**src/rtl/wash_billing_if.sv**
```systemverilog
`default_nettype none
// ============================================================================
//  Module      : wash_billing_if
//  Description : Button, wash-stage and display signals of the payment front-end.
//                Optional refund port pair under WASH_BILLING_REFUND_EN.
//  Revision    : 1.0  initial release
// ============================================================================
interface wash_billing_if;
    logic       coin1;
    logic       coin5;
    logic       start;
    logic       done;
    logic [9:0] bal;
    logic       on;
    logic       err;
`ifdef WASH_BILLING_REFUND_EN
    logic       refund;
    logic [9:0] refund_val;

    modport master (
        output coin1, coin5, start, done, refund,
        input  bal, on, err, refund_val
    );
    modport slave (
        input  coin1, coin5, start, done, refund,
        output bal, on, err, refund_val
    );
`else
    modport master (
        output coin1, coin5, start, done,
        input  bal, on, err
    );
    modport slave (
        input  coin1, coin5, start, done,
        output bal, on, err
    );
`endif
endinterface
`default_nettype wire

```
**src/rtl/wash_billing.sv**
```systemverilog
`default_nettype none
// ============================================================================
//  Module      : wash_billing
//  Description : Coin/start button conditioning, saturating balance and wash
//                billing FSM. Optional refund button under WASH_BILLING_REFUND_EN.
//  Revision    : 1.0  initial release
// ============================================================================
module wash_billing #(
    parameter int DB_CYCLES  = 2_000_000,
    parameter int PRICE      = 15,
    parameter int BAL_MAX    = 999,
    parameter int ERR_CYCLES = 100_000_000
) (
    input  wire logic       clk,
    input  wire logic       rst,
    wash_billing_if.slave   bus
);

    localparam int          c_DBW     = $clog2(DB_CYCLES + 1);
    localparam int          c_ERW     = $clog2(ERR_CYCLES + 1);
    localparam logic [10:0] c_PRICE   = 11'(PRICE);
    localparam logic [10:0] c_BAL_MAX = 11'(BAL_MAX);
    localparam logic [10:0] c_FIVE    = 11'd5;

`ifdef WASH_BILLING_REFUND_EN
    localparam int c_NIN = 4;
`else
    localparam int c_NIN = 3;
`endif

    localparam int c_COIN1  = 0;
    localparam int c_COIN5  = 1;
    localparam int c_START  = 2;

    logic [c_NIN-1:0] w_raw;
    logic [c_NIN-1:0] w_pulse;

    assign w_raw[c_COIN1] = bus.coin1;
    assign w_raw[c_COIN5] = bus.coin5;
    assign w_raw[c_START] = bus.start;
`ifdef WASH_BILLING_REFUND_EN
    assign w_raw[3]       = bus.refund;
`endif

    // Per-button chain: 2-flop sync, counting debouncer, registered rising-edge pulse.
    for (genvar gi = 0; gi < c_NIN; gi++) begin : g_cond
        logic [1:0]       r_sync;
        logic             r_db;
        logic             r_db_q;
        logic             r_pulse;
        logic [c_DBW-1:0] r_cnt;

        always_ff @(posedge clk or negedge rst) begin
            if (!rst) begin
                r_sync  <= 2'b00;
                r_db    <= 1'b0;
                r_db_q  <= 1'b0;
                r_pulse <= 1'b0;
                r_cnt   <= '0;
            end else begin
                r_sync  <= {r_sync[0], w_raw[gi]};
                r_db_q  <= r_db;
                r_pulse <= r_db & ~r_db_q;
                if (r_sync[1] != r_db) begin
                    if (r_cnt == c_DBW'(DB_CYCLES - 1)) begin
                        r_db  <= r_sync[1];
                        r_cnt <= '0;
                    end else begin
                        r_cnt <= r_cnt + c_DBW'(1);
                    end
                end else begin
                    r_cnt <= '0;
                end
            end
        end

        assign w_pulse[gi] = r_pulse;
    end

    typedef enum logic [1:0] {
        S_IDLE = 2'd0,
        S_WASH = 2'd1,
        S_ERR  = 2'd2
    } state_t;

    state_t           r_state;
    state_t           w_state_nxt;
    logic [9:0]       r_bal;
    logic [9:0]       w_bal_nxt;
    logic [c_ERW-1:0] r_ecnt;
    logic [c_ERW-1:0] w_ecnt_nxt;
    logic             r_on;
    logic             r_err;
    logic [10:0]      w_charge;
    logic [10:0]      w_sum;
    logic             w_funded;

`ifdef WASH_BILLING_REFUND_EN
    logic [9:0]       r_refund_val;
    logic [9:0]       w_refund_nxt;
`endif

    always_ff @(posedge clk or negedge rst) begin
        if (!rst) begin
            r_state <= S_IDLE;
            r_bal   <= '0;
            r_ecnt  <= '0;
            r_on    <= 1'b0;
            r_err   <= 1'b0;
        end else begin
            r_state <= w_state_nxt;
            r_bal   <= w_bal_nxt;
            r_ecnt  <= w_ecnt_nxt;
            r_on    <= (w_state_nxt == S_WASH);
            r_err   <= (w_state_nxt == S_ERR);
        end
    end

`ifdef WASH_BILLING_REFUND_EN
    always_ff @(posedge clk or negedge rst) begin
        if (!rst) begin
            r_refund_val <= '0;
        end else begin
            r_refund_val <= w_refund_nxt;
        end
    end
`endif

    // Price check uses the balance before this cycle's coins.
    assign w_funded = ({1'b0, r_bal} >= c_PRICE);

    always_comb begin
        w_state_nxt = r_state;
        w_ecnt_nxt  = r_ecnt;
        w_charge    = '0;
        case (r_state)
            S_IDLE: begin
                if (w_pulse[c_START]) begin
                    if (w_funded) begin
                        w_state_nxt = S_WASH;
                        w_charge    = c_PRICE;
                    end else begin
                        w_state_nxt = S_ERR;
                        w_ecnt_nxt  = c_ERW'(ERR_CYCLES - 1);
                    end
                end
            end
            S_WASH: begin
                if (bus.done) begin
                    w_state_nxt = S_IDLE;
                end
            end
            S_ERR: begin
                if (r_ecnt == '0) begin
                    w_state_nxt = S_IDLE;
                end else begin
                    w_ecnt_nxt = r_ecnt - c_ERW'(1);
                end
            end
            default: begin
                w_state_nxt = S_IDLE;
                w_ecnt_nxt  = '0;
            end
        endcase

        // Charge never exceeds the balance, so 11 bits cannot underflow or overflow.
        w_sum = {1'b0, r_bal} - w_charge
              + {10'd0, w_pulse[c_COIN1]}
              + (w_pulse[c_COIN5] ? c_FIVE : 11'd0);
        w_bal_nxt = (w_sum > c_BAL_MAX) ? c_BAL_MAX[9:0] : w_sum[9:0];

`ifdef WASH_BILLING_REFUND_EN
        // Refund in IDLE empties the balance, drops same-cycle coins and outranks start.
        w_refund_nxt = r_refund_val;
        if (w_pulse[3] && (r_state == S_IDLE)) begin
            w_refund_nxt = r_bal;
            w_bal_nxt    = '0;
            w_state_nxt  = S_IDLE;
            w_ecnt_nxt   = r_ecnt;
        end
`endif
    end

    assign bus.bal = r_bal;
    assign bus.on  = r_on;
    assign bus.err = r_err;
`ifdef WASH_BILLING_REFUND_EN
    assign bus.refund_val = r_refund_val;
`endif

endmodule
`default_nettype wire
```
**src/flat_wrapper.sv**
```systemverilog
// flat-port wrapper written by rule: the top's interface ports become plain ports
module wash_billing_flat 
#(
    parameter int DB_CYCLES  = 2_000_000,
    parameter int PRICE      = 15,
    parameter int BAL_MAX    = 999,
    parameter int ERR_CYCLES = 100_000_000
)
  (clk, rst, bus_coin1, bus_coin5, bus_start, bus_done, bus_bal, bus_on, bus_err);
  wash_billing_if bus_i ();
  input  wire logic clk;
  input  wire logic rst;
  input wire logic [$bits(bus_i.coin1)-1:0] bus_coin1;
  input wire logic [$bits(bus_i.coin5)-1:0] bus_coin5;
  input wire logic [$bits(bus_i.start)-1:0] bus_start;
  input wire logic [$bits(bus_i.done)-1:0] bus_done;
  output wire logic [$bits(bus_i.bal)-1:0] bus_bal;
  output wire logic [$bits(bus_i.on)-1:0] bus_on;
  output wire logic [$bits(bus_i.err)-1:0] bus_err;
  assign bus_i.coin1 = bus_coin1;
  assign bus_i.coin5 = bus_coin5;
  assign bus_i.start = bus_start;
  assign bus_i.done = bus_done;
  assign bus_bal = bus_i.bal;
  assign bus_on = bus_i.on;
  assign bus_err = bus_i.err;
  wash_billing #(.DB_CYCLES(DB_CYCLES), .PRICE(PRICE), .BAL_MAX(BAL_MAX), .ERR_CYCLES(ERR_CYCLES)) u_core (.clk(clk), .rst(rst), .bus(bus_i));
endmodule
```
**config.mk**
```make
export PLATFORM = sky130hd
export DESIGN_NAME = wash_billing_flat
export DESIGN_NICKNAME = d
export VERILOG_FILES = /design/src/rtl/wash_billing_if.sv /design/src/rtl/wash_billing.sv /design/src/flat_wrapper.sv
export SDC_FILE = /design/constraint.sdc
export NUM_CORES = 1
export LEC_CHECK = 0
export CAP_MARGIN = 5
export CORE_MARGIN = 4
export CORE_UTILIZATION = 30
export DETAILED_ROUTE_END_ITERATION = 7
export DONT_BUFFER_PORTS = 1
export PLACE_DENSITY = 0.47
export SYNTH_ARGS = -nofsm -noshare
export SYNTH_HDL_FRONTEND = slang
export SYNTH_SLANG_ARGS = --single-unit
```
**constraint.sdc**
```tcl
create_clock -name clk -period 4.5 [get_ports clk]
set_input_delay 0.9 -clock clk [delete_from_list [all_inputs] [get_ports clk]]
set_output_delay 0.9 -clock clk [all_outputs]
set_load 0.01 [all_outputs]
```
After elaboration in Yosys (flattened, before gate mapping)
Index checks and enable logic that the tools add are counted.
Widths: inputs -> output; s select.
{"block": "totals", "ff_bits": 119, "inputBits": 6, "output_inout_bits": 12, "elab_cells": 75}
{"block": "classes", "muxes": 20, "n_reduce_logical": 6, "bitwise": 7, "n_lt_le_gt_ge": 2, "add_sub_neg": 7, "n_eq_ne": 13}
{"operator": "$mux 21", "count": 6}
{"operator": "$mux 27", "count": 3}
{"operator": "$pmux 27 s3", "count": 1}
{"operator": "$add 21x1->21 const B", "count": 3}
{"operator": "$eq 21x21->1 const B", "count": 3}
{"operator": "$logic_not 27->1", "count": 1}
{"operator": "$sub 27x1->27 const B", "count": 1}
{"operator": "$mux 11", "count": 2}
{"operator": "$add 11x1->11", "count": 1}
{"operator": "$add 11x11->11", "count": 1}
{"operator": "$gt 11x10->1 const B", "count": 1}
{"operator": "$sub 10x11->11", "count": 1}
{"operator": "$ge 10x4->1 const B", "count": 1}
{"operator": "$mux 10", "count": 1}
{"operator": "$mux 2", "count": 4}
{"operator": "$pmux 2 s3", "count": 1}
{"operator": "$reduce_and 2->1", "count": 3}
{"operator": "$eq 2x1->1 const B", "count": 2}
{"operator": "$eq 2x2->1 const B", "count": 2}
{"operator": "$mux 4", "count": 1}
{"operator": "$ne 2x2->1 const B", "count": 2}
{"operator": "$not 1->1", "count": 4}
{"operator": "$reduce_and 4->1", "count": 1}
{"operator": "$and 1x1->1", "count": 3}
{"operator": "other kinds (4)", "count": 6}

Depth between registers and ports, before layout
Gate-level depths: netlist (run 1).
{"block": "logic_depth", "ltp_word": 9, "ltp_mapped": 17, "ltp_nobuf": 16}

Worst setup path after synthesis (run 1)
OpenSTA, ideal clock, no wires.
{"block": "synth_path", "path_kind": "register to register", "from": "register u_core.r_bal[9], in the netlist u_core.bus.bal[9]", "to": "register u_core.r_bal[4], in the netlist u_core.bus.bal[4]", "stages_incl_launch_ff": 17, "t_arrival_ps": 4090, "required_time_ps": 4436, "setup_ps": 64, "slack_ps": 346, "path_buffers": 0, "cell_sequence": "dfrtp_1 > inv_1 > ha_1 > inv_1 > o21ai_0 > a31oi_1 > or2_2 > inv_1 > ha_1 > fa_1 > fa_1 > nor2b_1 > o211ai_1 > a2111oi_0 > nor4_1 > or4_1 > o21ba_2"}
{"block": "synth_via", "elab_chain_cells": 9}
{"element": "start: declaration", "line": "wash_billing.sv:88", "rtl": "logic [9:0] r_bal;"}
{"element": "start signal: assignment", "line": "wash_billing.sv:112", "rtl": "r_bal <= w_bal_nxt;"}
{"element": "$ge 10x4->1", "line": "wash_billing.sv:130", "rtl": "assign w_funded = ({1'b0, r_bal} >= c_PRICE);"}
{"element": "$mux 4", "line": "wash_billing.sv:139", "rtl": "if (w_funded) begin"}
{"element": "$mux 11", "line": "wash_billing.sv:138", "rtl": "if (w_pulse[c_START]) begin"}
{"element": "$mux 11", "line": "wash_billing.sv:136", "rtl": "case (r_state)"}
{"element": "$sub 10x11->11 *", "line": "wash_billing.sv:167", "rtl": "w_sum = {1'b0, r_bal} - w_charge"}
{"element": "$add 11x1->11 *", "line": "wash_billing.sv:168", "rtl": "+ {10'd0, w_pulse[c_COIN1]}"}
{"element": "$add 11x11->11 *", "line": "wash_billing.sv:169", "rtl": "+ (w_pulse[c_COIN5] ? c_FIVE : 11'd0);"}
{"element": "$gt 11x10->1", "line": "wash_billing.sv:170", "rtl": "w_bal_nxt = (w_sum > c_BAL_MAX) ? c_BAL_MAX[9:0] : w_sum[9:0];"}
{"element": "$mux 10 *", "line": "wash_billing.sv:170"}
{"element": "net u_core.w_bal_nxt[4]", "line": "wash_billing.sv:89", "rtl": "logic [9:0] w_bal_nxt;"}
Mark *: on every way through the listed nets, which the timed path passes. The rest lies on a longest branch.
A chain may end at the register's enable or synchronous reset.

Worst setup path after layout (run 1)
{"block": "layout_path", "from": "register u_core.r_bal[8], in the netlist u_core.bus.bal[8]", "to": "register u_core.r_bal[4], in the netlist u_core.bus.bal[4]"}
The elaborated chain is that of the path after synthesis.

==> results.ini, run 1 <==
[global_routing]
grt_pass1_vias=4659
antenna_found_initial=0
grt.total_usage_pct=11.9
grt_max_degree=120
grt_first_pass_wirelength_um=23000
gr-total-overflow=0

[yosys]
synthMuxAreaShare_pct=0.714
synthCells=649
synth-xor-area-share_pct=8.61
synth_top_family_by_area=simple AND/OR/NAND/NOR gates
syn_nets=679
synthArstFlopShare_pct=100
yosys_register_bits=119
yosysUniqueCellTypes=64
yosysSeqAreaShare_pct=47.2
synth_flop_cell=dfrtp_1
yosys.area_share.simple_pct=23.1
avgSynthCellArea_um2=9.71
netlist_area_um2=6300
synthAdderAreaFrac_pct=5.12
synth-compound-area-share_pct=11.9
synth-edff-count=0
ys_warn_count=0

[pwr]
power.total_mw=2.40
intPower_mw=1.86
seq_power_share_pct=45.3
p_per_area_nw_per_um2=333
combPwrFrac_pct=0.9
switchingPower_mw=0.539
clkPwrFrac_pct=53.7
power_leakage_nw=3.35
ir_drop_mv=0.230
power_switching_share_pct=22.4

[placement]
pre_cts_ws_ns=-0.0744
numPlacedInstances=911
dpl_cell_area_um2=6650
hpwl_um=9330
routabilityCongestion=0.795
portBuffers=0

[cts]
cts_setup_buffers=0
cts.sinks=119
insertion_delay_ns=0.41
numCtsBuffers=17
cts_hold_buf=0
cts_tree=yes
cts_buffer_depth=2
htreeDepth=4
clockRootBuffer=clkbuf_16
clk_pin_slew_ns=0.06

[sta]
slew_headroom_pct=55.1
setup_violations=0
whs_ns=0.182
setup_slack_ns=0.202
tightest_slew_ns=0.667
drv_slew=0
rsz0062_at_grt=false
fin_crit_ns=4.30
fmax_mhz=233
period_share_pct=95.5
fin_skew_ns=0.00894
hold_violations=0

[layout]
antenna_cells=0
drive_gt1_share_pct=8.93
finalNetCount=690
final_common_cell=dfrtp_1
postLayoutCellArea_um2=7220
syn_to_final_growth_pct=14.4
fin_cells=942
final_cell_mix=119 x dfrtp_1, 95 x nor2_1, 43 x xor2_1, 37 x nand2_1, 31 x inv_1

[worst_setup_path]
regToRegSetupSlack_ns=0.20
end_kind=flip-flop
worstPathRequired_ns=4.85
critPathLaunchType=flip-flop
critPathKind=reg -> reg
crit_fanout=5
cp_data_arrival_time_ns=4.65

[detailed_routing]
vias_per_cell=4.97
wl_per_cell_um=14.6
postRouteAntennaNets=0
wl_um=13700
drt_iter0_markers=234
first_pass_iters=4
route.vias.total=4683
remaining_drc_errors=0

[floorplanning]
dieArea_um2=23400
core_um2=20400
io_pins=18
die_width_um=153
die_y_um=153
start_util_pct=30.9
rows=52

[outcome]
outcome=finished clean

[run]
cap_viol_max_count=0

[min_path]
hold_path_class=in -> async

-- per-layer routing --
| metal | GRT usage [%] | up-vias | routed length (um) |
|---|---|---|---|
| met3 | 3.08 | 14 | 425 |
| li1 | - | 2321 | - |
| met4 | 4.20 | 0 | 212 |
| met5 | 0 | - | 0 |
| met2 | 20.0 | 63 | 6540 |
| met1 | 15.0 | 2285 | 6540 |
-- path summary, 6_finish.rpt --
path                                                 startpoint                                   end  depth (start not counted)
setup / recovery                    u_core.bus.bal[8]$_DFF_PN0_           u_core.bus.bal[4]$_DFF_PN0_                         16
hold / removal                                              rst           u_core.bus.bal[3]$_DFF_PN0_                          0
setup reg to reg                    u_core.bus.bal[8]$_DFF_PN0_           u_core.bus.bal[4]$_DFF_PN0_                         16
hold reg to reg            u_core.g_cond[0].r_sync[0]$_DFF_PN0_  u_core.g_cond[0].r_sync[1]$_DFF_PN0_                          0
max in group asynchronous                                   rst   u_core.g_cond[0].r_cnt[7]$_DFF_PN0_                          0
min in group clk           u_core.g_cond[0].r_sync[0]$_DFF_PN0_  u_core.g_cond[0].r_sync[1]$_DFF_PN0_                          0
-- timing repair --
action	in CTS	in global routing
endpoints found under the setup margin	4	4
resized for setup	2	1
pin swaps	0	1
-- kinds of logic after synthesis --
kind of cell / after synthesis
xor gates and xnor gates: 62
buffers and inverters: 51
adders and majority gates: 24
DFF: 119
muxes: 4
AOI/OAI and AO/OA: 109
and+or+nand+nor: 280
-- cell usage after synthesis, drive strengths merged, types with 8 or more instances --
cell type  count  area (um^2)
dfrtp        119         2980
nor2          95          357
xor2          43          377
nand2         37          139
inv           32          123
nand3         28          140
o21ai         26          130
ha            21          263
nand4         19          119
xnor2         19          166
a21oi         15         75.1
clkbuf        15         56.3
or3           15         93.8
and4          11         96.3
a21o          10         75.1
and3           9         56.3
nor2b          9         56.3
a31oi          8         50.1
nand2b         8         50.1
nor3           8         40.0
nor4           8         50.1
or4            8         63.8
-- critical path: stages, from the launching register on --
cell and delay, ns:
dfrtp_1 0.38, inv_1 0.11, ha_1 0.21, inv_1 0.05
o21ai_1 0.17, a31oi_1 0.06, or2_2 0.35, inv_1 0.12
ha_1 0.25, fa_1 0.43, fa_1 0.44, nor2b_1 0.17
o211ai_1 0.18, a2111oi_2 0.42, nor4_1 0.16, or4_1 0.51
o21ba_2 0.23
-- through the flow --
stage | TNS, ns | util, %
finish | 0 | 35.3
global route | 0 | 35.3
CTS | 0 | 35.3
detailed placement | -0.111 | 32.5
global placement | 0 | 32.5
floorplan | 0 | -
-- layout make-up --
class / instances / area, um^2
fillers: 2091 / 13200
clock inverters: 13 / 125
multi-input cells: 479 / 3130
repair buffers: 11 / 82.6
flip-flops and latches: 119 / 2980
inverters: 32 / 123
clock buffers: 18 / 439
well taps: 270 / 338
-- sequential cells by signal (all words and copies together) (netlist names) --
name / count
u_core.r_state: 2
u_core.g_cond.r_db_q: 3
u_core.bus.on: 1
u_core.g_cond.r_sync: 6
u_core.bus.err: 1
u_core.r_ecnt: 27
u_core.g_cond.r_cnt: 63
u_core.g_cond.r_db: 3
u_core.bus.bal: 10
u_core.g_cond.r_pulse: 3
-- power by group through the flow --
| stage | clock (mW) | sequential (mW) | combinational (mW) |
|---|---|---|---|
| 2_1_floorplan | 0 | 1.11 | 0.0197 |
| 3_3_place_gp | 0 | 1.11 | 0.0228 |
| 5_1_grt | 1.37 | 1.09 | 0.0268 |
| 6_report | 1.29 | 1.09 | 0.0228 |
| 4_1_cts | 1.33 | 1.09 | 0.0234 |
| 3_5_place_dp | 0 | 1.11 | 0.0234 |
Note: power is estimated with default switching activity, not from simulation.
==> run 2: changes to the inputs <==
--- a/config.mk
+++ b/config.mk
@@ -8,6 +8,7 @@
 export CAP_MARGIN = 5
 export CORE_MARGIN = 4
 export CORE_UTILIZATION = 30
+export CTS_BUF_LIST = sky130_fd_sc_hd__clkbuf_2 sky130_fd_sc_hd__clkbuf_4 sky130_fd_sc_hd__clkbuf_8
 export DETAILED_ROUTE_END_ITERATION = 7
 export DONT_BUFFER_PORTS = 1
 export PLACE_DENSITY = 0.47
==> run 2 against run 1 <==
Sequential power about the same. First-iteration DRC count decreased by 8.1%. Via count unchanged. Register-to-register slack improved by 0.02 ns. Power decreased by 16%. Sequential cell count unchanged. Die area unchanged. Hold slack got worse by 0.026 ns. Maximum frequency increased by 0.47%. Clock power decreased by 29%. Utilization decreased by 0.90 points. Clock skew increased by 0.0043 ns.
==> results.ini, run 2 (synthesized netlist as in run 1, its figures left out) <==
[outcome]
outcome=finished clean

[placement]
hpwl_um=9330
portBuffers=0
dpl_cell_area_um2=6650
routabilityCongestion=0.795

[layout]
antenna_cells=0
postLayoutCellArea_um2=7030
drive_gt1_share_pct=9.06
largest_register_ffs=63
final_common_cell=dfrtp_1
finalNetCount=691
final_cell_mix=119 x dfrtp_1, 95 x nor2_1, 43 x xor2_1, 37 x nand2_1, 31 x inv_1
syn_to_final_growth_pct=11.5
regMostFlops=u_core.g_cond.r_cnt
utilization_pct=34.4

[global_routing]
grt_first_pass_wirelength_um=22900
grt_pass1_vias=4646
gr-total-overflow=0
grt_max_degree=120
antenna_found_initial=0
grt.total_usage_pct=11.8

[detailed_routing]
drt_iter0_markers=215
postRouteAntennaNets=0
first_pass_iters=5
route.vias.total=4683
remaining_drc_errors=0
wl_um=13600
wl_per_cell_um=14.5
vias_per_cell=4.97

[worst_setup_path]
path_common_cell=inv_1
slowest_delay_ns=0.51
startpoint=u_core.bus.bal[8]$_DFF_PN0_
end_kind=flip-flop
cp_data_arrival_time_ns=4.65
critPathLaunchType=flip-flop
worstPathRequired_ns=4.87
path_cells=inv_1 > ha_1 > inv_1 > o21ai_1 > a31oi_1 > or2_2 > inv_1 > ha_1 > fa_1 > fa_1 > nor2b_1 > o211ai_1 > a2111oi_2 > nor4_1 > or4_1 > o21ba_2
cp_slowest_cell=or4_1
cp.buffers_inverters=3
path_delay_family=adder cells
critPathKind=reg -> reg
reg2reg_from=u_core.bus.bal[8]$_DFF_PN0_
crit_fanout=5

[pwr]
p_per_area_nw_per_um2=288
ir_drop_mv=0.156
power.total_mw=2.03
power_leakage_nw=3.27

[sta]
setup_tns_ns=0
fin_crit_ns=4.28
period_share_pct=95.1
tightest_slew_ns=0.670
fin_skew_ns=0.0132
rsz0062_at_grt=false
whs_ns=0.156
fmax_mhz=234
setup_violations=0
drv_slew=0
slew_headroom_pct=54.9
hold_violations=0

[min_path]
hold_path_class=in -> async

[floorplanning]
die_y_um=153
die_width_um=153
core_um2=20400
rows=52
io_pins=18
start_util_pct=30.9
dieArea_um2=23400

[run]
cap_viol_max_count=0

[cts]
cts_buffer_depth=2
cts_tree=yes
clockRootBuffer=clkbuf_8
cts.sinks=119
cts_hold_buf=0
numCtsBuffers=17
insertion_delay_ns=0.43
clk_pin_slew_ns=0.08
htreeDepth=4

==> run 2: cell count changes in the layout (fill, tap and decap cells not counted), sizes merged <==
cell | before | now
buf | 11 | 12
==> run 2: worst reg2reg max path, cell delays in order (launching register included) <==
cell and delay, ns:
dfrtp_1 0.39, inv_1 0.11, ha_1 0.21, inv_1 0.06, o21ai_1 0.17, a31oi_1 0.06, or2_2 0.35, inv_1 0.12
ha_1 0.25, fa_1 0.43, fa_1 0.44, nor2b_1 0.17, o211ai_1 0.18, a2111oi_2 0.40, nor4_1 0.16, or4_1 0.51
o21ba_2 0.23
==> run 2: final timing paths <==
check	to	slack, ns	depth (start not counted)
worst min register to register	u_core.g_cond[0].r_sync[1]$_DFF_PN0_	0.37	0
worst min-delay path	u_core.bus.bal[3]$_DFF_PN0_	0.16	0
min in group clk	u_core.g_cond[0].r_sync[1]$_DFF_PN0_	0.37	0
max in group asynchronous	u_core.g_cond[0].r_cnt[7]$_DFF_PN0_	4.20	0
worst max register to register	u_core.bus.bal[4]$_DFF_PN0_	0.22	16
worst max-delay path	u_core.bus.bal[4]$_DFF_PN0_	0.22	16
==> run 2: final cells by class <==
type,count,area [um^2]
sequential,119,2980
multi-input combinational,479,3130
timing repair buffer,12,90.1
clock inverter,13,125
tap,270,338
clock buffer,18,248
inverter,32,123
fill,2120,13400
==> run 2: power by group <==
group	switching, mW	leakage [nW]	internal [mW]
Combinational	0.0146	1.45	0.00813
Clock	0.464	0.174	0.452
Sequential	0.00899	1.64	1.08
Total	0.488	3.27	1.54
==> run 2: what timing repair did <==
action / CTS / global route
resized for setup: 2 / 1
pin swaps: 0 / 2
setup buffers: 0 / 1
setup endpoints to repair: 4 / 4
==> run 2: through the flow <==
stage,cells,setup slack [ns]
floorplan,649,0.346
CTS,942,0.100
global placement,911,0.168
detailed placement,911,-0.0744
finish,943,0.223
global route,943,0.0118
==> run 2: layer usage <==
metal | share of wire, % | vias up | GRT usage (%) | wire [um]
met5 | 0 | - | 0 | 0
met1 | 48 | 2286 | 14.9 | 6480
met3 | 3.1 | 11 | 3.03 | 420
li1 | - | 2325 | - | -
met4 | 1.4 | 0 | 3.99 | 195
met2 | 48 | 61 | 19.9 | 6540
==> run 3: changes to the inputs <==
--- a/config.mk
+++ b/config.mk
@@ -5,7 +5,9 @@
 export SDC_FILE = /design/constraint.sdc
 export NUM_CORES = 1
 export LEC_CHECK = 0
+export ABC_AREA = 1
 export CAP_MARGIN = 5
+export CORE_ASPECT_RATIO = 0.5
 export CORE_MARGIN = 4
 export CORE_UTILIZATION = 30
 export CTS_BUF_LIST = sky130_fd_sc_hd__clkbuf_2 sky130_fd_sc_hd__clkbuf_4 sky130_fd_sc_hd__clkbuf_8
==> run 3 against run 2 <==
First-iteration DRC count is 84% higher. Sequential cell count is the same. Clock skew down 0.0018 ns. Global-route usage up 1.3 points. Non-clock buffer count fell by 11. Combinational power grew to 5.0 times the previous value. Sequential share of layout area shrank 4.3 points. Wire length grew 19%. Maximum frequency is 6.0% higher. Count of clock-buffer cells in the layout is 2 higher. Power rose by 17%. Largest cell class unchanged.
==> results.ini, run 3 <==
[outcome]
outcome=finished clean

[global_routing]
antenna_found_initial=0
grt.total_usage_pct=13.1
grt_max_degree=120
gr-total-overflow=0
grt_pass1_vias=5865
grt_first_pass_wirelength_um=28000

[sta]
setup_violations=0
rsz0062_at_grt=false
slew_headroom_pct=37.0
hold_violations=0
tightest_slew_ns=0.938
setup_tns_ns=0
drv_slew=0
fmax_mhz=248
fin_crit_ns=4.03
period_share_pct=89.6
fin_skew_ns=0.0115

[floorplanning]
core_um2=22900
rows=39
die_width_um=225
die_y_um=116
io_pins=18
dieArea_um2=26100
start_util_pct=30.7

[yosys]
synthArstFlopShare_pct=100
avgSynthCellArea_um2=7.53
synthCells=934
netlist_area_um2=7040
yosys-top-cells-area=dfrtp_1 42%, nand2_1 13%, nor2_1 6.9%
yosys_register_bits=119
synth_top_area_share_pct=42.3
synth_flop_cell=dfrtp_1
syn_nets=964
yosysSeqAreaShare_pct=42.3
ys_warn_count=0
ys_top_cells_by_count=243 x nand2_1, 130 x nor2_1, 124 x inv_1, 119 x dfrtp_1, 61 x nand3_1
synth-edff-count=0
yosysUniqueCellTypes=40
yosysTopAreaCell=dfrtp_1
yosysMostFrequentCell=nand2_1

[cts]
cts_hold_buf=0
htreeDepth=4
clockRootBuffer=clkbuf_8
cts_tree=yes
numCtsBuffers=17
cts_setup_buffers=0
cts_buffer_depth=2
insertion_delay_ns=0.45
ctsResizeCount=0
clk_pin_slew_ns=0.08
cts.sinks=119

[worst_setup_path]
cp_data_arrival_time_ns=4.42
end_kind=flip-flop
critPathLaunchType=flip-flop
crit_fanout=9
worstPathRequired_ns=4.89
critPathKind=reg -> reg
regToRegSetupSlack_ns=0.47

[placement]
hpwl_um=11700
routabilityCongestion=0.843
portBuffers=0

[detailed_routing]
drt_iter0_markers=396
route.vias.total=5895
first_pass_iters=6
remaining_drc_errors=0
wl_um=16300
vias_per_cell=4.66
wl_per_cell_um=12.9
postRouteAntennaNets=0

[layout]
fillers=2414
final_cell_mix=243 x nand2_1, 130 x nor2_1, 124 x inv_1, 119 x dfrtp_1, 61 x nand3_1
final_common_cell=nand2_1
seqCellArea_um2=2980
largest_register_ffs=63
regMostFlops=u_core.g_cond.r_cnt
drive_gt1_share_pct=7.62
finalNetCount=975
multi_input_area_um2=3530
utilization_pct=34.2
antenna_cells=0
syn_to_final_growth_pct=11.3

[pwr]
p_per_area_nw_per_um2=304
power_leakage_nw=3.66
ir_drop_mv=0.0969

[run]
cap_viol_max_count=0

[min_path]
hold_path_class=in -> async

==> run 3: per-stage QoR <==
step / hold slack, ns / power (mW) / cell area [um^2] / setup WS, ns / cells
floorplan: 0.331 / 1.21 / 7040 / 0.988 / 934
global placement: 0.336 / 1.24 / 7360 / 0.433 / 1233
detailed placement: 0.338 / 1.24 / 7360 / 0.316 / 1233
CTS: 0.0899 / 2.42 / 7830 / 0.296 / 1265
global route: 0.0819 / 2.49 / 7840 / 0.0857 / 1265
finish: 0.133 / 2.38 / 7840 / 0.467 / 1265
==> run 3: cell families (layout without fill, tap and decap cells) <==
group,count (synthesis),in the layout,synth area share (%)
flip-flops,119,119,42.3
AND/OR/NAND/NOR,550,550,35.4
AO/OA/AOI/OAI,77,77,6.17
buffers and inverters,133,157,7.56
XOR/XNOR,28,28,3.49
adder cells (fa/ha/maj),24,24,4.59
multiplexers,3,3,0.480
==> run 3: worst paths after layout <==
path                                                       from                              endpoint  depth (start not counted)
min in group clk           u_core.g_cond[0].r_sync[0]$_DFF_PN0_  u_core.g_cond[0].r_sync[1]$_DFF_PN0_                          0
max reg2reg                         u_core.bus.bal[9]$_DFF_PN0_           u_core.bus.bal[4]$_DFF_PN0_                         22
max in group asynchronous                                   rst           u_core.bus.bal[6]$_DFF_PN0_                          0
max                                 u_core.bus.bal[9]$_DFF_PN0_           u_core.bus.bal[4]$_DFF_PN0_                         22
min reg2reg                u_core.g_cond[0].r_sync[0]$_DFF_PN0_  u_core.g_cond[0].r_sync[1]$_DFF_PN0_                          0
min                                                         rst   u_core.g_cond[1].r_cnt[9]$_DFF_PN0_                          0
==> run 3: per-layer routing <==
metal  track usage [%]  vias to the layer above  wire [um]
met4              4.69                        0        320
met3              3.26                       23        507
met2              21.1                       74       7210
met1              17.5                     2750       8260
li1                  -                     3048          -
met5                 0                        -          0
==> run 3: power breakdown <==
group          total, mW  internal, mW  switching [mW]
clock network       1.16         0.694           0.470
registers           1.10          1.09          0.0178
logic              0.113        0.0411          0.0716
total               2.38          1.82           0.559
==> run 3: critical path, stage by stage, from the launching register on <==
cell and delay, ns:
dfrtp_1 0.44, inv_1 0.15, ha_1 0.18, inv_1 0.04, o21ai_0 0.29, nor2_1 0.09
o31ai_2 0.12, nand2_1 0.20, nor2_1 0.24, ha_1 0.29, fa_1 0.41, fa_1 0.43
inv_1 0.10, nand3_1 0.09, nand2_1 0.10, nand3_1 0.09, nand2_1 0.10, nand2_1 0.07
nand2_1 0.06, nand2_1 0.04, nand2_1 0.25, nand2_1 0.11, nor2_1 0.10
==> run 3: final cells by class <==
| cell class | count | share of cell area [%] |
|---|---|---|
| Clock buffer | 20 | 3.43 |
| Timing Repair Buffer | 1 | 0.0958 |
| Tap cell | 307 | 4.90 |
| Sequential cell | 119 | 38.0 |
| Clock inverter | 12 | 2.54 |
| Multi-Input combinational cell | 682 | 45.1 |
| Inverter | 124 | 5.94 |
